`src/rtl/sccb_bus_sniffer_if.sv`:
```
// Decoded-event stream between the SCCB sniffer and its consumer (ILA/AXI reader).
interface sccb_bus_sniffer_if;
  logic [10:0] m_data;
  logic        m_valid;
  logic        m_ready;

  modport master (output m_data, output m_valid, input m_ready);
  modport slave  (input m_data, input m_valid, output m_ready);
endinterface

```
`src/rtl/sccb_bus_sniffer.sv`:
```
// Passive SCCB/I2C monitor: synchronise and filter SCL/SDA, decode START/STOP/bytes/ACK,
// and queue {kind, ack_n, byte} events in a first-word-fall-through FIFO.
module sccb_bus_sniffer #(
  parameter int unsigned SYNC_STAGES = 2,
  parameter int unsigned FILT_LEN    = 4,
  parameter int unsigned FIFO_DEPTH  = 16,
  parameter int unsigned SHIFT_W     = 32
) (
  input  logic                          clk,
  input  logic                          rst,
  input  logic                          scl_i,
  input  logic                          sda_i,
  sccb_bus_sniffer_if.master            ev,
  output logic [$clog2(FIFO_DEPTH):0]   fifo_level,
  output logic [SHIFT_W-1:0]            last_word,
  output logic                          bus_busy,
  output logic                          overflow,
  output logic                          frame_err,
  input  logic                          clr_err
);

  localparam int unsigned FCW = $clog2(FILT_LEN + 1);
  localparam int unsigned AW  = $clog2(FIFO_DEPTH);
  localparam int unsigned CW  = AW + 1;

  typedef enum logic {IDLE, RECV} state_t;

  // ---------------- synchroniser + glitch filter ----------------
  logic [SYNC_STAGES-1:0] scl_sync_q, scl_sync_d, sda_sync_q, sda_sync_d;
  logic [FCW-1:0]         scl_fcnt_q, scl_fcnt_d, sda_fcnt_q, sda_fcnt_d;
  logic                   scl_filt_q, scl_filt_d, sda_filt_q, sda_filt_d;
  logic                   scl_prev_q, scl_prev_d, sda_prev_q, sda_prev_d;
  logic                   rise_q, rise_d, fall_q, fall_d;
  logic                   start_q, start_d, stop_q, stop_d;
  logic                   bit_q, bit_d;
  logic [SHIFT_W-1:0]     last_word_q, last_word_d;

  always_comb begin
    scl_sync_d = {scl_sync_q[SYNC_STAGES-2:0], scl_i};
    sda_sync_d = {sda_sync_q[SYNC_STAGES-2:0], sda_i};

    scl_filt_d = scl_filt_q;
    scl_fcnt_d = '0;
    if (scl_sync_q[SYNC_STAGES-1] != scl_filt_q) begin
      if (scl_fcnt_q == FCW'(FILT_LEN - 1)) scl_filt_d = ~scl_filt_q;
      else                                  scl_fcnt_d = scl_fcnt_q + FCW'(1);
    end

    sda_filt_d = sda_filt_q;
    sda_fcnt_d = '0;
    if (sda_sync_q[SYNC_STAGES-1] != sda_filt_q) begin
      if (sda_fcnt_q == FCW'(FILT_LEN - 1)) sda_filt_d = ~sda_filt_q;
      else                                  sda_fcnt_d = sda_fcnt_q + FCW'(1);
    end

    // SCL must be high on both sides of an SDA edge so simultaneous edges never look like START/STOP
    scl_prev_d = scl_filt_q;
    sda_prev_d = sda_filt_q;
    rise_d     = scl_filt_q & ~scl_prev_q;
    fall_d     = ~scl_filt_q & scl_prev_q;
    start_d    = ~sda_filt_q & sda_prev_q & scl_filt_q & scl_prev_q;
    stop_d     = sda_filt_q & ~sda_prev_q & scl_filt_q & scl_prev_q;
    bit_d      = sda_filt_q;

    last_word_d = last_word_q;
    if (rise_q) last_word_d = {last_word_q[SHIFT_W-2:0], bit_q};
  end

  always_ff @(posedge clk or posedge rst) begin
    if (rst) begin
      scl_sync_q  <= '1;
      sda_sync_q  <= '1;
      scl_fcnt_q  <= '0;
      sda_fcnt_q  <= '0;
      scl_filt_q  <= 1'b1;
      sda_filt_q  <= 1'b1;
      scl_prev_q  <= 1'b1;
      sda_prev_q  <= 1'b1;
      rise_q      <= 1'b0;
      fall_q      <= 1'b0;
      start_q     <= 1'b0;
      stop_q      <= 1'b0;
      bit_q       <= 1'b0;
      last_word_q <= '0;
    end else begin
      scl_sync_q  <= scl_sync_d;
      sda_sync_q  <= sda_sync_d;
      scl_fcnt_q  <= scl_fcnt_d;
      sda_fcnt_q  <= sda_fcnt_d;
      scl_filt_q  <= scl_filt_d;
      sda_filt_q  <= sda_filt_d;
      scl_prev_q  <= scl_prev_d;
      sda_prev_q  <= sda_prev_d;
      rise_q      <= rise_d;
      fall_q      <= fall_d;
      start_q     <= start_d;
      stop_q      <= stop_d;
      bit_q       <= bit_d;
      last_word_q <= last_word_d;
    end
  end

  // ---------------- decoder FSM ----------------
  state_t      state_q, state_d;
  logic [3:0]  bitcnt_q, bitcnt_d;
  logic        first_q, first_d;
  logic        pend_q, pend_d;
  logic [7:0]  byte_q, byte_d;
  logic [3:0]  frame_cnt;
  logic        push;
  logic [10:0] push_data;
  logic        ferr_set;

  always_ff @(posedge clk or posedge rst) begin
    if (rst) begin
      state_q  <= IDLE;
      bitcnt_q <= '0;
      first_q  <= 1'b0;
      pend_q   <= 1'b0;
      byte_q   <= '0;
    end else begin
      state_q  <= state_d;
      bitcnt_q <= bitcnt_d;
      first_q  <= first_d;
      pend_q   <= pend_d;
      byte_q   <= byte_d;
    end
  end

  // pend marks a bit whose SCL pulse is still high; a START/STOP in that pulse
  // shows the pulse carried the condition, so that bit is not reported as data.
  always_comb begin
    state_d  = state_q;
    bitcnt_d = bitcnt_q;
    first_d  = first_q;
    pend_d   = pend_q;
    byte_d   = byte_q;
    unique case (state_q)
      IDLE: begin
        if (start_q) begin
          state_d  = RECV;
          bitcnt_d = '0;
          first_d  = 1'b1;
          pend_d   = 1'b0;
        end
      end
      RECV: begin
        if (start_q) begin
          bitcnt_d = '0;
          first_d  = 1'b1;
          pend_d   = 1'b0;
        end else if (stop_q) begin
          state_d  = IDLE;
          bitcnt_d = '0;
          pend_d   = 1'b0;
        end else if (rise_q) begin
          if (bitcnt_q == 4'd8) begin
            bitcnt_d = '0;
            first_d  = 1'b0;
            pend_d   = 1'b0;
          end else begin
            byte_d   = {byte_q[6:0], bit_q};
            bitcnt_d = bitcnt_q + 4'd1;
            pend_d   = 1'b1;
          end
        end else if (fall_q) begin
          pend_d = 1'b0;
        end
      end
      default: state_d = IDLE;
    endcase
  end

  always_comb begin
    frame_cnt = bitcnt_q - 4'(pend_q);
    push      = 1'b0;
    push_data = '0;
    ferr_set  = 1'b0;
    bus_busy  = (state_q == RECV);
    if (state_q == RECV) begin
      if (start_q) begin
        if (frame_cnt != 4'd0) begin
          push      = 1'b1;
          push_data = {2'b10, 1'b0, 4'h0, frame_cnt};
          ferr_set  = 1'b1;
        end
      end else if (stop_q) begin
        push      = 1'b1;
        push_data = {2'b10, 1'b0, 4'h0, frame_cnt};
        ferr_set  = (frame_cnt != 4'd0);
      end else if (rise_q && bitcnt_q == 4'd8) begin
        push      = 1'b1;
        push_data = {(first_q ? 2'b01 : 2'b00), bit_q, byte_q};
      end
    end
  end

  // ---------------- event FIFO + sticky flags ----------------
  logic [10:0]   mem_q [FIFO_DEPTH];
  logic [AW-1:0] wr_ptr_q, wr_ptr_d, rd_ptr_q, rd_ptr_d;
  logic [CW-1:0] count_q, count_d;
  logic          overflow_q, overflow_d, frame_err_q, frame_err_d;
  logic          full, pop, wr_en;

  always_comb begin
    full     = (count_q == CW'(FIFO_DEPTH));
    pop      = ev.m_valid && ev.m_ready;
    wr_en    = push && (!full || pop);
    wr_ptr_d = wr_en ? wr_ptr_q + AW'(1) : wr_ptr_q;
    rd_ptr_d = pop   ? rd_ptr_q + AW'(1) : rd_ptr_q;
    unique case ({wr_en, pop})
      2'b10:   count_d = count_q + CW'(1);
      2'b01:   count_d = count_q - CW'(1);
      default: count_d = count_q;
    endcase
    overflow_d  = (push && full && !pop) | (overflow_q & ~clr_err);
    frame_err_d = ferr_set | (frame_err_q & ~clr_err);
  end

  always_ff @(posedge clk) begin
    if (wr_en) mem_q[wr_ptr_q] <= push_data;
  end

  always_ff @(posedge clk or posedge rst) begin
    if (rst) begin
      wr_ptr_q    <= '0;
      rd_ptr_q    <= '0;
      count_q     <= '0;
      overflow_q  <= 1'b0;
      frame_err_q <= 1'b0;
    end else begin
      wr_ptr_q    <= wr_ptr_d;
      rd_ptr_q    <= rd_ptr_d;
      count_q     <= count_d;
      overflow_q  <= overflow_d;
      frame_err_q <= frame_err_d;
    end
  end

  always_comb begin
    ev.m_valid = (count_q != '0);
    ev.m_data  = ev.m_valid ? mem_q[rd_ptr_q] : '0;
    fifo_level = count_q;
    last_word  = last_word_q;
    overflow   = overflow_q;
    frame_err  = frame_err_q;
  end

endmodule

```
`src/flat_wrapper.sv`:
```
// flat-port wrapper written by rule: the top's interface ports become plain ports
module sccb_bus_sniffer_flat 
#(
  parameter int unsigned SYNC_STAGES = 2,
  parameter int unsigned FILT_LEN    = 4,
  parameter int unsigned FIFO_DEPTH  = 16,
  parameter int unsigned SHIFT_W     = 32
)
  (clk, rst, scl_i, sda_i, fifo_level, last_word, bus_busy, overflow, frame_err, clr_err, ev_m_data, ev_m_valid, ev_m_ready);
  sccb_bus_sniffer_if ev_i ();
  input  logic clk;
  input  logic rst;
  input  logic scl_i;
  input  logic sda_i;
  output logic [$clog2(FIFO_DEPTH):0] fifo_level;
  output logic [SHIFT_W-1:0] last_word;
  output logic bus_busy;
  output logic overflow;
  output logic frame_err;
  input  logic clr_err;
  output wire logic [$bits(ev_i.m_data)-1:0] ev_m_data;
  output wire logic [$bits(ev_i.m_valid)-1:0] ev_m_valid;
  input wire logic [$bits(ev_i.m_ready)-1:0] ev_m_ready;
  assign ev_m_data = ev_i.m_data;
  assign ev_m_valid = ev_i.m_valid;
  assign ev_i.m_ready = ev_m_ready;
  sccb_bus_sniffer #(.SYNC_STAGES(SYNC_STAGES), .FILT_LEN(FILT_LEN), .FIFO_DEPTH(FIFO_DEPTH), .SHIFT_W(SHIFT_W)) u_core (.clk(clk), .rst(rst), .scl_i(scl_i), .sda_i(sda_i), .ev(ev_i), .fifo_level(fifo_level), .last_word(last_word), .bus_busy(bus_busy), .overflow(overflow), .frame_err(frame_err), .clr_err(clr_err));
endmodule
```
`config.mk`:
```
export PLATFORM = sky130hd
export DESIGN_NAME = sccb_bus_sniffer_flat
export DESIGN_NICKNAME = d
export VERILOG_FILES = /design/src/rtl/sccb_bus_sniffer_if.sv /design/src/rtl/sccb_bus_sniffer.sv /design/src/flat_wrapper.sv
export SDC_FILE = /design/constraint.sdc
export NUM_CORES = 1
export LEC_CHECK = 0
export BUFFER_PORTS_ARGS = -buffer_cell sky130_fd_sc_hd__clkbuf_2
export CORE_MARGIN = 2
export CORE_UTILIZATION = 52
export CTS_BUF_LIST = sky130_fd_sc_hd__clkbuf_4 sky130_fd_sc_hd__clkbuf_8
export CTS_CLUSTER_DIAMETER = 30
export DETAILED_ROUTE_END_ITERATION = 8
export PLACE_DENSITY = 0.7
export SETUP_SLACK_MARGIN = 0.4
export SYNTH_ARGS = -nofsm -noshare
export SYNTH_HDL_FRONTEND = slang
export SYNTH_SLANG_ARGS = --single-unit
```
`constraint.sdc`:
```
create_clock -name clk -period 9.9 [get_ports clk]
set_clock_uncertainty 0.1 [all_clocks]
set_input_delay 0.495 -clock clk [delete_from_list [all_inputs] [get_ports clk]]
set_output_delay 0.495 -clock clk [all_outputs]
set_load 0.02 [all_outputs]
```
# --- Word-level counts from Yosys, hierarchy flattened ---
# Memories as Yosys holds them, arrays and structs flattened.
# Index checks and enable logic that the tools add are counted.
op_classes:
  add_sub_neg: 8
  n_eq_ne: 14
  n_mux: 45
  bitwise_logic: 21
  n_reduce_logical: 17
ops:
  columns: ["cell", "n"]
  rows:
  - ["two-way mux 11 bit", 6]
  - ["two-way mux 1 bit", 25]
  - ["two-way mux 4 bit", 5]
  - ["adder 4 x 1 -> 4 bit (second input constant)", 3]
  - ["two-way mux 3 bit", 4]
  - ["bitwise AND 1 bit", 10]
  - ["one-hot mux 5 bit (2 select lines)", 1]
  - ["NOT 1 bit", 9]
  - ["one-hot mux 4 bit (2 select lines)", 1]
  - ["AND reduction 2 bit", 4]
  - ["adder 3 x 1 -> 3 bit (second input constant)", 2]
  - ["== test 3 x 2 -> 1 bit (second input constant)", 2]
  - ["!= test 3 x 2 -> 1 bit (second input constant)", 2]
  - ["one-hot mux 1 bit (2 select lines)", 3]
  - ["adder 5 x 1 -> 5 bit (second input constant)", 1]
  - ["== test 5 bit (second input constant)", 1]
  - ["logical AND 1 bit", 5]
  - ["!= test 5 x 1 -> 1 bit (second input constant)", 1]
  - ["AND reduction 5 bit", 1]
  - ["nonzero test 5 bit", 1]
  - ["subtractor 5 x 1 -> 5 bit (second input constant)", 1]
  - ["== test 4 bit (second input constant)", 1]
  - ["!= test 4 x 1 -> 1 bit (second input constant)", 1]
  - ["AND reduction 4 bit", 1]
  - ["other kinds (11)", 14]
totals:
  regBits: 81
  ramBits: 176
  inputBits: 6
  output_inout_bits: 52
  wordCells: 130
  n_memories: 1
mem_list:
  columns: ["name", "words", "word_bits", "rd", "rd_clocked_by_memory_dff", "wr", "line_no", "source"]
  rows:
  - ["u_core.mem_q", 16, 11, 1, 0, 1, "sccb_bus_sniffer.sv:199", "logic [10:0] mem_q [FIFO_DEPTH];"]

# --- Depth between registers and ports, before layout ---
# Gate-level depths: netlist of the first run.
logic_depth:
  word_depth: 9
  depth_mapped: 16
  mapped_depth_nobuf: 14

# --- Worst setup path before layout of the first run ---
# No wires, ideal clock.
synth_timing:
  kind: "register to register"
  start: "register u_core.count_q[1] (netlist: u_core.fifo_level[1])"
  end: "register u_core.count_q[4] (netlist: u_core.fifo_level[4])"
  setup_ps: 80
  arrival_ps: 3131
  t_required_ps: 9720
  slack_ps: 6590
  path_stages_with_launch: 14
  n_path_buf: 2
  synth_period_minus_slack_ps: 3310
  cell_sequence: "dfrtp_1 -> or3_4 -> or4b_4 -> o211ai_4 -> buf_6 -> ha_1 -> clkbuf_1 -> xor2_1 -> ha_1 -> a21o_1 -> nand2_1 -> a21o_1 -> a31oi_1 -> xor2_1"
synth_via:
  elab_chain_len: 6
  elab_cells_between_ends: 12
  cone_classes: "add/sub (2); eq/ne (3); mux (1); reduce/logical (6)"
synth_lines:
  columns: ["item", "line_no", "source"]
  rows:
  - ["start: declaration", "sccb_bus_sniffer.sv:201", "logic [CW-1:0] count_q, count_d;"]
  - ["start signal: assignment", "sccb_bus_sniffer.sv:234", "count_q <= count_d;"]
  - ["== test 5 bit or nonzero test 5 bit (tied branches)", "sccb_bus_sniffer.sv:206, sccb_bus_sniffer.sv:241", null]
  - ["zero test 1 bit or logical AND 1 bit (tied branches)", "sccb_bus_sniffer.sv:208, sccb_bus_sniffer.sv:207", null]
  - ["logical OR 1 bit", "sccb_bus_sniffer.sv:208", "wr_en = push && (!full || pop);"]
  - ["logical AND 1 bit", "sccb_bus_sniffer.sv:208", null]
  - ["== test 2 x 1 -> 1 bit or == test 2 bit (tied branches)", "sccb_bus_sniffer.sv:211", "unique case ({wr_en, pop})"]
  - ["one-hot mux 5 bit (2 select lines) or nonzero test 2 bit (tied branches)", null, null]
# Parallel ways exist; a longest one is shown, timed or not.
# A chain may end at the register's enable or synchronous reset.

# --- Worst setup path in the final report of the first run ---
layout_timing:
  start: "register u_core.bitcnt_q[0]"
  end: "register u_core.count_q[4] (netlist: u_core.fifo_level[4])"
layout_via:
  elab_chain_len: 9
  elab_cells_between_ends: 14
  cone_classes: "add/sub (1); eq/ne (3); mux (6); reduce/logical (4)"
layout_lines:
  columns: ["item", "line_no", "source"]
  rows:
  - ["start: declaration", "sccb_bus_sniffer.sv:105", "logic [3:0] bitcnt_q, bitcnt_d;"]
  - ["start signal: assignment", "sccb_bus_sniffer.sv:123", "bitcnt_q <= bitcnt_d;"]
  - ["branches (longest 4 deep; another with subtractor 4 x 1 -> 4 bit)", null, null]
  - ["two-way mux 1 bit (*)", "sccb_bus_sniffer.sv:181", "if (start_q) begin"]
  - ["two-way mux 1 bit (*)", "sccb_bus_sniffer.sv:180", "if (state_q == RECV) begin"]
  - ["logical AND 1 bit (*)", "sccb_bus_sniffer.sv:208", null]
  - ["== test 2 x 1 -> 1 bit or == test 2 bit (tied branches)", "sccb_bus_sniffer.sv:211", null]
  - ["one-hot mux 5 bit (2 select lines) or nonzero test 2 bit (tied branches)", null, null]
# Every way passes the cells marked *.

==> results of run 1 <==
synthesized netlist by cell type (all sizes together), types with 2 or more instances:
cell    count
nand2b      3
nor3b       5
xnor2       9
xor2        7
o21ai      11
mux4       44
nand3       4
nand4       2
dfstp       8
o22ai      12
mux2       45
nand2      17
nor3       15
nand3b      3
a21oi       4
edfxtp    176
nor2b       8
a211oi      3
mux2i      22
dfrtp      73
buf        12
a21o        4
ha         14
and2       10
nor4        5
nor2       14
clkbuf     14
or3         2
inv        12
registers in the layout, indices dropped and copies added (netlist names), 2 cells and up:
| signal | flops |
|---|---|
| u_core.rd_ptr_q | 4 |
| u_core.last_word | 32 |
| u_core.byte_q | 8 |
| u_core.mem_q | 176 |
| u_core.fifo_level | 5 |
| u_core.sda_sync_q | 2 |
| u_core.bitcnt_q | 4 |
| u_core.scl_fcnt_q | 3 |
| u_core.wr_ptr_q | 4 |
| u_core.scl_sync_q | 2 |
| u_core.sda_fcnt_q | 3 |
through the flow:
step | cell area, µm² | hold slack (ns) | std cells
floorplan | 10300 | 0.245 | 566
global placement | 11000 | 0.247 | 882
detailed placement | 11000 | 0.247 | 882
CTS | 12000 | 0.0293 | 969
global route | 12000 | 0.0608 | 969
finish | 12000 | 0.0715 | 969
layer usage:
metal  wire length (µm)  GRT usage [%]  vias to the layer above
met3               1280           5.73                       25
met1               7900           24.5                     2666
met5                  0              0                        -
met2               9640           32.9                      168
met4                278           5.77                        0
li1                   -              -                     2415
worst max-delay path: cells and delay by family (launching register included):
| family | cells | cell delay (ns) |
|---|---|---|
| xor+xnor | 3 | 0.62 |
| flops | 1 | 0.40 |
| compound gates | 4 | 1.04 |
| buf+inv | 1 | 0.08 |
| simple gates | 2 | 0.28 |
| fa+ha+maj | 4 | 1.11 |
logic make-up (layout without fill, tap and decap cells):
kind of cell	Yosys count	in the layout	share of synthesized area, %
AO/OA/AOI/OAI	39	39	2.47
XOR/XNOR	16	16	1.36
adder cells (fa/ha/maj)	14	14	1.70
buffers and inverters	38	176	1.62
flip-flops	257	257	71.2
multiplexers	111	111	16.8
AND/OR/NAND/NOR	91	91	4.89
placed cells by master, fill, tap and decap left out, types with 8 or more instances in the layout:
cell type                  Yosys  final
sky130_fd_sc_hd__and2_1       10     10
sky130_fd_sc_hd__buf_4         0     20
sky130_fd_sc_hd__clkbuf_2      0     57
sky130_fd_sc_hd__clkbuf_4      0      8
sky130_fd_sc_hd__clkbuf_8      0     50
sky130_fd_sc_hd__clkinv_1      0      8
sky130_fd_sc_hd__clkinv_2      0      8
sky130_fd_sc_hd__dfrtp_1      73     71
sky130_fd_sc_hd__dfstp_2       8      8
sky130_fd_sc_hd__edfxtp_1    176    176
sky130_fd_sc_hd__ha_1         14     14
sky130_fd_sc_hd__inv_1        12     11
sky130_fd_sc_hd__mux2_2       43     43
sky130_fd_sc_hd__mux2i_1      22     22
sky130_fd_sc_hd__mux4_2       44     44
sky130_fd_sc_hd__nand2_1      17     17
sky130_fd_sc_hd__nor2_1       14     14
sky130_fd_sc_hd__nor2b_1       8      8
sky130_fd_sc_hd__nor3_1       14     14
sky130_fd_sc_hd__o21ai_0      11     11
sky130_fd_sc_hd__o22ai_1      12     12
sky130_fd_sc_hd__xnor2_1       9      9
power by group:
part | total, µW | internal, µW | switching [µW]
logic | 844 | 385 | 459
clock network | 1080 | 659 | 426
registers | 1400 | 1260 | 137
area by class of cell:
| class | instances | share of cell area (%) |
|---|---|---|
| well taps | 265 | 2.76 |
| flip-flops and latches | 257 | 60.9 |
| inverters | 12 | 0.385 |
| clock inverters | 27 | 2.42 |
| repair buffers | 79 | 3.79 |
| clock buffers | 58 | 6.22 |
| multi-input cells | 271 | 23.5 |
worst min path at each step:
stage	slack (ns)	endpoint	startpoint	depth (start not counted)
global route	0.06	u_core.frame_err$_DFF_PP0_	clr_err	2
finish	0.07	u_core.overflow$_DFF_PP0_	clr_err	2
detailed placement	0.25	u_core.sda_sync_q[1]$_DFF_PP1_	u_core.sda_sync_q[0]$_DFF_PP1_	0
floorplan	0.25	u_core.scl_sync_q[1]$_DFF_PP1_	u_core.scl_sync_q[0]$_DFF_PP1_	0
global placement	0.25	u_core.sda_sync_q[1]$_DFF_PP1_	u_core.sda_sync_q[0]$_DFF_PP1_	0
CTS	0.03	u_core.overflow$_DFF_PP0_	clr_err	2
==> out/qor.tcl, run 1 <==
set qor(firstDrtPassIters) 5
set qor(yosys.area.top_type) {sky130_fd_sc_hd__edfxtp_1}
set qor(nNetsFinal) 687
set qor(die_area_mm2) 0.0209
set qor(synth_largest_type_area_fraction_pct) 51.4
set qor(finalSetupTns_ns) 0
set qor(cts_resized) 0
set qor(synthesis.area_per_instance_um2) 18.2
set qor(worstRegToRegCells) 14
set qor(setup_violation_total_in_the_final_timing_report) 0
set qor(insertedDiodeCount) 0
set qor(worstSetupEndpointType) {flop}
set qor(htree_num_levels) 2
set qor(route.detailed.drc) 0
set qor(power-per-cell-area_mw_per_mm2) 277
set qor(reg2reg_from) {u_core.bitcnt_q[0]$_DFFE_PP0P_}
set qor(outcome) {finished, final reports clean}
set qor(vdd.ir_drop.worst_mv) 0.186
set qor(synth_cells) 566
set qor(finalWorstPathRequiredPeriod_ns) 3.70
set qor(wirelength_um) 19100
set qor(tritoncts) {built}
set qor(postSynth.topFlopCell) {sky130_fd_sc_hd__edfxtp_1}
set qor(hpwl_um) 11800
set qor(regToRegEndpoint) {u_core.fifo_level[4]$_DFFE_PP0P_}
set qor(clock_insertion_delay_worst_skew_ns) 0.54
set qor(slew-limit-headroom_pct) 21.4
set qor(synth.lib_cells_used.distinct) 41
set qor(ant_nets) 0
set qor(rows) 51
set qor(fin_crit_sh_pct) 37.4
set qor(multi_input_comb_area_mm2) 0.00283
set qor(critPathLaunchType) {flop}
set qor(global_route_usage_sum_pct) 19.4
set qor(timing.critical_path.arrival_ns) 4.07
set qor(grt_max_degree) 82
set qor(maxSlewViolCount) 0
set qor(synthesis.nets) 586
set qor(synth_area_mm2) 0.0103
set qor(final-hold-violation-count) 0
set qor(synth-seq-area-share_pct) 71.2
set qor(clock.fmax_mhz) 270
set qor(critical_path_class) {reg -> reg}
set qor(maxCapViolCount) 0
set qor(yosysWarnings) 0
set qor(edff_count_synth) 176
set qor(crit_path_max_fanout) 20
set qor(filler_instances) 1394
set qor(max_stage_delay_ns) 0.60
set qor(synth.top_cells.by_area) {sky130_fd_sc_hd__edfxtp_1 (51%), sky130_fd_sc_hd__dfrtp_1 (18%), sky130_fd_sc_hd__mux4_2 (9.6%)}
set qor(design.portCount) 58
set qor(area_taken_by_flip_flops_and_latches_mm2) 0.00732
set qor(wl_per_cell_um) 19.7
set qor(synth_async_sr_flop_share_pct) 31.5
set qor(worstPathRequired_ns) 10.27
set qor(setup.reg_to_reg.worst_slack_ns) 6.20
set qor(finalCoreUtilization_pct) 61.8
set qor(drtIter0Drc) 242
set qor(clkSinkCount) 257
set qor(crit_path_frequent_cell) {sky130_fd_sc_hd__ha_1}
set qor(post_cts.repair.setup_buffers) 0
set qor(cts_max_path_buffers) 3
set qor(final_layout_size_suffix_gt1_share_pct) 37.5
set qor(synth_seq_cells) 257
set qor(tightest_slew_ns) 1.18
set qor(rsz0062_at_grt) {no}
set qor(layout-area-overhead-vs-synth_pct) 16.9
set qor(placement.io_buffers) 57
set qor(clockRootBuffer) {sky130_fd_sc_hd__clkbuf_8}
set qor(crit_chain) {inv_1, ha_1, ha_1, xnor2_1, nand4_1, o211ai_4, ha_1, xor2_1, ha_1, a21o_1, nand2_1, a21o_1, a31oi_1, xor2_1}
set qor(grt_overflow) 0
set qor(dp_slack_ns) 6.24
set qor(layout_setup_ws_ns) 6.20
set qor(min_path_type) {in -> reg}
set qor(number_of_antenna_violations_at_the_first_check_in_global_routing) 0
set qor(leakage_uw) 0.00464
set qor(via_per_inst) 5.44
set qor(die-height_um) 145
set qor(chipWidth_um) 145
set qor(effective_utilization_at_floorplan_pct) 52.9
set qor(fin_total_pwr_uw) 3330
set qor(critPathSlowestCell) {sky130_fd_sc_hd__o211ai_4}
set qor(finalWeightedCongestion) 0.820
set qor(cp-endpoint) {u_core.fifo_level[4]$_DFFE_PP0P_}
set qor(first_global_vias) 5606
set qor(number_of_buffers_inserted_for_hold_repair_after_clock_tree_synthesis) 2
set qor(clock_transition_at_the_registers_of_the_reported_paths_ns) 0.06
set qor(worstSetupStartpoint) {u_core.bitcnt_q[0]$_DFFE_PP0P_}
set qor(via_count) 5274
set qor(grt_first_pass_wirelength_um) 30100
set qor(num_cts_buffers) 46
set qor(core_region_area_mm2) 0.0195
No activity file was read; power rests on OpenSTA's default activity.
==> run 2: changes to the inputs <==
Clock period 9.9 ns to 3.8 ns, I/O delays scaled along.
==> run 2 against run 1 <==
Register-to-register slack worse by 5.4 ns. Die area stayed put. Clock power rose to 2.5 times the previous value. Hold slack gained 0.029 ns. First-iteration DRC count is 2.9% lower.
==> out/qor.tcl, run 2 (synthesis gave the netlist of run 1 again) <==
set qor(clock_transition_at_the_registers_of_the_reported_paths_ns) 0.06 ;# about the same
set qor(critical_path_class) {reg -> out}
set qor(timing.critical_path.arrival_ns) 2.81 ;# -1.26 ns
set qor(worstRegToRegCells) 14 ;# unchanged
set qor(setup_violation_total_in_the_final_timing_report) 0 ;# unchanged
set qor(rsz0062_at_grt) {no}
set qor(hold_depth) 3 ;# +1
set qor(clock.fmax_mhz) 323
set qor(number_of_antenna_violations_at_the_first_check_in_global_routing) 0 ;# unchanged
set qor(drtIter0Drc) 235 ;# -2.9%
set qor(power-per-cell-area_mw_per_mm2) 716 ;# +160%
set qor(registers.top_by_ff_count) {u_core.mem_q}
set qor(grt_max_degree) 49 ;# -40%
set qor(insertedDiodeCount) 0 ;# unchanged
set qor(first_global_vias) 5812 ;# +3.7%
set qor(maxCapViolCount) 0 ;# unchanged
set qor(critical_path.n_buffers_inverters) 2 ;# +1
set qor(die-height_um) 145 ;# unchanged
set qor(grt_overflow) 0 ;# unchanged
set qor(layout.cells.most_common) {sky130_fd_sc_hd__edfxtp_1}
set qor(tritoncts) {built}
set qor(largest_register_ff_count) 176 ;# unchanged
set qor(design.portCount) 58 ;# unchanged
set qor(cts_max_path_buffers) 3 ;# unchanged
set qor(fin_crit_sh_pct) 81.6
set qor(fin_total_pwr_uw) 8630 ;# +160%
set qor(cp_num_cells) 5 ;# -9
set qor(nNetsFinal) 695 ;# +1.2%
set qor(final_layout_size_suffix_gt1_share_pct) 38.0 ;# +0.55 points
set qor(outcome) {finished, final reports clean}
set qor(maxSlewViolCount) 0 ;# unchanged
set qor(clkSinkCount) 257 ;# unchanged
set qor(finalWorstPathRequiredPeriod_ns) 3.10
set qor(via_count) 5351 ;# +1.5%
set qor(clock_insertion_delay_worst_skew_ns) 0.53 ;# about the same
set qor(worstSetupEndpointType) {primary output}
set qor(via_per_inst) 5.51 ;# +1.1%
set qor(max_stage_delay_ns) 0.79 ;# +0.19 ns
set qor(wirelength_um) 19700 ;# +3.2%
set qor(min_path_type) {in -> reg}
set qor(finalSetupTns_ns) 0 ;# unchanged
set qor(mostFrequentLayoutCells) {sky130_fd_sc_hd__edfxtp_1 (176), sky130_fd_sc_hd__dfrtp_1 (71), sky130_fd_sc_hd__clkbuf_2 (57), sky130_fd_sc_hd__clkbuf_8 (49), sky130_fd_sc_hd__mux4_2 (44)}
set qor(critPathLaunchType) {flop}
set qor(global_route_usage_sum_pct) 20.0 ;# +0.58 points
set qor(finalCoreUtilization_pct) 62.0 ;# +0.17 points
set qor(final-hold-violation-count) 0 ;# unchanged
set qor(num_cts_buffers) 47 ;# +2.2%
set qor(rows) 51 ;# unchanged
set qor(die_area_mm2) 0.0209 ;# unchanged
set qor(tightest_slew_ns) 0.986 ;# -0.193 ns
set qor(filler_instances) 1399 ;# +0.36%
set qor(route.detailed.drc) 0 ;# unchanged
set qor(core_region_area_mm2) 0.0195 ;# unchanged
set qor(hpwl_um) 12600 ;# +6.7%
set qor(grt_first_pass_wirelength_um) 31200 ;# +3.8%
set qor(htree_num_levels) 2 ;# unchanged
set qor(leakage_uw) 0.00469 ;# +0.97%
set qor(clockRootBuffer) {sky130_fd_sc_hd__clkbuf_8}
set qor(crit_family) {flip-flops}
set qor(slew-limit-headroom_pct) 34.0 ;# +13 points
set qor(wl_per_cell_um) 20.3 ;# +2.9%
set qor(placement.io_buffers) 57 ;# unchanged
set qor(finalWeightedCongestion) 0.779 ;# -5.0%
set qor(crit_chain) {buf_4, mux4_2, mux2i_1, o22ai_1, clkbuf_2}
set qor(critPathSlowestCell) {sky130_fd_sc_hd__dfrtp_2}
set qor(effective_utilization_at_floorplan_pct) 52.9 ;# unchanged
set qor(vdd.ir_drop.worst_mv) 0.540 ;# +190%
set qor(layout-area-overhead-vs-synth_pct) 17.3
set qor(worstPathRequired_ns) 3.51 ;# -6.76 ns
set qor(ant_nets) 0 ;# unchanged
set qor(firstDrtPassIters) 4 ;# -1
set qor(crit_path_max_fanout) 20 ;# unchanged
set qor(chipWidth_um) 145 ;# unchanged
==> run 2: cell type report <==
class	count	area (µm²)	share of cell area, %
Sequential cell	257	7320	60.7
Multi-Input combinational cell	271	2840	23.6
Clock buffer	60	757	6.28
Timing Repair Buffer	86	528	4.38
Tap cell	265	332	2.75
Clock inverter	21	233	1.93
Inverter	12	46.3	0.384
==> run 2: what timing repair did <==
item / in CTS / in global routing
hold buffers: 5 / 0
gates resized for setup: 0 / 3
endpoints found under the hold margin: 51 / 0
buffers inserted: 0 / 0
setup endpoints to repair: 0 / 2
==> run 2: stage by stage <==
step                cells  setup slack (ns)  hold WS, ns  area (µm²)
floorplan             566             0.490       0.0945       10300
global placement      886             0.783        0.178       11000
detailed placement    886             0.607        0.179       11000
CTS                   972             0.558       0.0335       12000
global route          972             0.472        0.121       12100
finish                972             0.700        0.101       12100
==> run 2: power by group <==
part | internal (µW) | switching (µW) | total (µW)
clock | 1640 | 1070 | 2720
combinational | 1030 | 1180 | 2210
sequential | 3290 | 415 | 3700
==> run 2: layer usage <==
layer | vias up | GRT usage [%] | wire length, µm
met2 | 167 | 34.3 | 9990
met1 | 2744 | 25.7 | 8100
met5 | - | 0 | 0
met3 | 16 | 4.83 | 1400
li1 | 2424 | - | -
met4 | 0 | 5.52 | 216
==> run 2: path summary, 6_finish.rpt <==
check | start | end | slack, ns
max in group asynchronous | rst | u_core.sda_sync_q[1]$_DFF_PP1_ | 2.44
max | u_core.rd_ptr_q[0]$_DFFE_PP0P_ | ev_m_data[10] | 0.70
min in group asynchronous | rst | u_core.last_word[0]$_DFFE_PP0P_ | 0.23
min | ev_m_ready | u_core.rd_ptr_q[0]$_DFFE_PP0P_ | 0.10
max reg2reg | u_core.bitcnt_q[0]$_DFFE_PP0P_ | u_core.fifo_level[4]$_DFFE_PP0P_ | 0.76
min reg2reg | u_core.scl_sync_q[0]$_DFF_PP1_ | u_core.scl_sync_q[1]$_DFF_PP1_ | 0.26
==> run 2: worst min-delay path, stage by stage <==
cell and delay (ns):
sky130_fd_sc_hd__clkbuf_2 0.10, sky130_fd_sc_hd__and2_1 0.23, sky130_fd_sc_hd__xor2_1 0.16
==> run 3: changes to the inputs <==
Settings changed: PLACE_DENSITY 0.7 to 0.72.
Clock period 3.8 ns to 2.75 ns, I/O delays scaled along.
==> run 3 against run 2 <==
The run now ends with negative setup slack left. Hold slack got worse by 0.052 ns. Sequential power is 34% higher. Cell count up 7.2%.
==> out/qor.tcl, run 3 (synthesis gave the netlist of run 1 again) <==
set qor(chipWidth_um) 145 ;# unchanged
set qor(grt_max_degree) 35 ;# -29%
set qor(route.detailed.drc) 0 ;# unchanged
set qor(finalWeightedCongestion) 0.764 ;# -1.9%
set qor(core_region_area_mm2) 0.0195 ;# unchanged
set qor(wirelength_um) 24100 ;# +22%
set qor(maxCapViolCount) 0 ;# unchanged
set qor(min_path_type) {in -> async}
set qor(ant_nets) 0 ;# unchanged
set qor(drtIter0Drc) 346 ;# +47%
set qor(clkSinkCount) 257 ;# unchanged
set qor(vdd.ir_drop.worst_mv) 0.731 ;# +35%
set qor(multi_input_comb_area_mm2) 0.00341 ;# +20%
set qor(nNetsFinal) 763 ;# +9.8%
set qor(rsz0062_at_grt) {yes}
set qor(clock_transition_at_the_registers_of_the_reported_paths_ns) 0.06 ;# about the same
set qor(maxSlewViolCount) 0 ;# unchanged
set qor(cts_max_path_buffers) 3 ;# unchanged
set qor(outcome) {finished, violations left}
set qor(via_count) 6012 ;# +12%
set qor(final-hold-violation-count) 0 ;# unchanged
set qor(timing.hold.ws_ns) 0.0488 ;# -0.0519 ns
set qor(global_route_usage_sum_pct) 24.4 ;# +4.4 points
set qor(hpwl_um) 12800 ;# +1.4%
set qor(layout-area-overhead-vs-synth_pct) 32.2
set qor(mostFrequentLayoutCells) {sky130_fd_sc_hd__edfxtp_1 (176), sky130_fd_sc_hd__dfrtp_1 (69), sky130_fd_sc_hd__clkbuf_8 (50), sky130_fd_sc_hd__clkbuf_2 (46), sky130_fd_sc_hd__mux4_2 (44)}
set qor(placement.io_buffers) 57 ;# unchanged
set qor(filler_instances) 1164 ;# -17%
set qor(finalCoreUtilization_pct) 69.9 ;# +7.9 points
set qor(setup_violation_total_in_the_final_timing_report) 14 ;# +14
set qor(rows) 51 ;# unchanged
set qor(timing.critical_path.arrival_ns) 2.96 ;# +0.15 ns
set qor(clock.fmax_mhz) 355
set qor(tightest_slew_ns) 0.681 ;# -0.305 ns
set qor(leakage_uw) 0.00530 ;# +13%
set qor(insertedDiodeCount) 0 ;# unchanged
set qor(critPathLaunchType) {flop}
set qor(registers.top_by_ff_count) {u_core.mem_q}
set qor(wl_per_cell_um) 23.1 ;# +14%
set qor(effective_utilization_at_floorplan_pct) 52.9 ;# unchanged
set qor(finalSetupTns_ns) -0.676 ;# -0.676 ns
set qor(clockRootBuffer) {sky130_fd_sc_hd__clkbuf_8}
set qor(setup.reg_to_reg.worst_slack_ns) -0.07 ;# -0.83 ns
set qor(tritoncts) {built}
set qor(num_cts_buffers) 46 ;# -2.1%
set qor(final_layout_size_suffix_gt1_share_pct) 52.1 ;# +14 points
set qor(number_of_antenna_violations_at_the_first_check_in_global_routing) 0 ;# unchanged
set qor(die_area_mm2) 0.0209 ;# unchanged
set qor(dp_slack_ns) -0.0777 ;# -0.685 ns
set qor(layout.cells.most_common) {sky130_fd_sc_hd__edfxtp_1}
set qor(worstSetupEndpointType) {flop}
set qor(die-height_um) 145 ;# unchanged
set qor(clock_insertion_delay_worst_skew_ns) 0.55 ;# +0.02 ns
set qor(worstPathRequired_ns) 2.90 ;# -0.61 ns
set qor(power-per-cell-area_mw_per_mm2) 1030 ;# +45%
set qor(layout_setup_ws_ns) -0.0666 ;# -0.767 ns
set qor(via_per_inst) 5.77 ;# +4.8%
set qor(grt_overflow) 0 ;# unchanged
set qor(first_global_vias) 6523 ;# +12%
set qor(area_taken_by_flip_flops_and_latches_mm2) 0.00733 ;# about the same
set qor(critical_path_class) {reg -> reg}
set qor(finalWorstPathRequiredPeriod_ns) 2.82
set qor(violations) {negative setup slack}
set qor(firstDrtPassIters) 4 ;# unchanged
set qor(htree_num_levels) 2 ;# unchanged
set qor(design.portCount) 58 ;# unchanged
set qor(crit_path_max_fanout) 9 ;# -55%
set qor(slew-limit-headroom_pct) 54.6 ;# +21 points
set qor(grt_first_pass_wirelength_um) 37400 ;# +20%
set qor(fin_crit_sh_pct) 102
set qor(largest_register_ff_count) 176 ;# unchanged
## run 3: layout make-up
class                           count  area share [%]
Clock buffer                       61            5.57
Clock inverter                     21            1.91
Inverter                           12           0.340
Multi-Input combinational cell    273            25.1
Sequential cell                   257            53.9
Tap cell                          265            2.44
Timing Repair Buffer              153            10.8
## run 3: per-stage QoR
stage,area [µm²],std cells,total power (µW)
after global routing,13600,1042,14700
after floorplan,10300,566,7350
after CTS,13400,1034,13800
final,13600,1042,14100
after global placement,11200,903,8330
after detailed placement,11200,903,8440
## run 3: final timing paths
kind,cells after the start,start,endpoint
worst max-delay path,13,u_core.bitcnt_q[0]$_DFFE_PP0P_,u_core.mem_q[7][5]$_DFFE_PP_
worst min-delay path,3,rst,u_core.last_word[0]$_DFFE_PP0P_
worst max register to register,13,u_core.bitcnt_q[0]$_DFFE_PP0P_,u_core.mem_q[7][5]$_DFFE_PP_
worst min register to register,0,u_core.scl_sync_q[0]$_DFF_PP1_,u_core.scl_sync_q[1]$_DFF_PP1_
max in group asynchronous,4,rst,u_core.fifo_level[2]$_DFFE_PP0P_
min in group clk,2,sda_i,u_core.sda_sync_q[0]$_DFF_PP1_
## run 3: power breakdown
| part | switching (µW) | internal (µW) |
|---|---|---|
| Clock | 1540 | 2370 |
| Sequential | 388 | 4550 |
| Combinational | 2630 | 2600 |
## run 3: worst max-delay path: stages (launching register included)
cell and delay (ns):
sky130_fd_sc_hd__dfrtp_1 0.39, sky130_fd_sc_hd__inv_2 0.09, sky130_fd_sc_hd__ha_4 0.15, sky130_fd_sc_hd__nor3b_4 0.22
sky130_fd_sc_hd__xor2_2 0.25, sky130_fd_sc_hd__o211ai_4 0.13, sky130_fd_sc_hd__buf_4 0.15, sky130_fd_sc_hd__buf_6 0.11
sky130_fd_sc_hd__buf_12 0.12, sky130_fd_sc_hd__buf_12 0.14, sky130_fd_sc_hd__buf_8 0.13, sky130_fd_sc_hd__buf_4 0.14
sky130_fd_sc_hd__nor4_4 0.18, sky130_fd_sc_hd__buf_6 0.20
## run 3: repair_timing
item / 4_1_cts / 5_1_grt
gates cloned: 16 / 0
hold buffers: 5 / 0
pin swaps: 34 / 12
setup endpoints to repair: 270 / 311
gates resized for setup: 190 / 33
buffers inserted: 28 / 8
endpoints found under the hold margin: 78 / 0
## run 3: layer usage
layer  vias up  global-route usage [%]  wire (µm)
met5         -                       0          0
met2       252                    43.7      12900
met1      3130                    28.9       8980
li1       2572                       -          -
met4         0                    9.04        724
met3        58                    5.53       1480
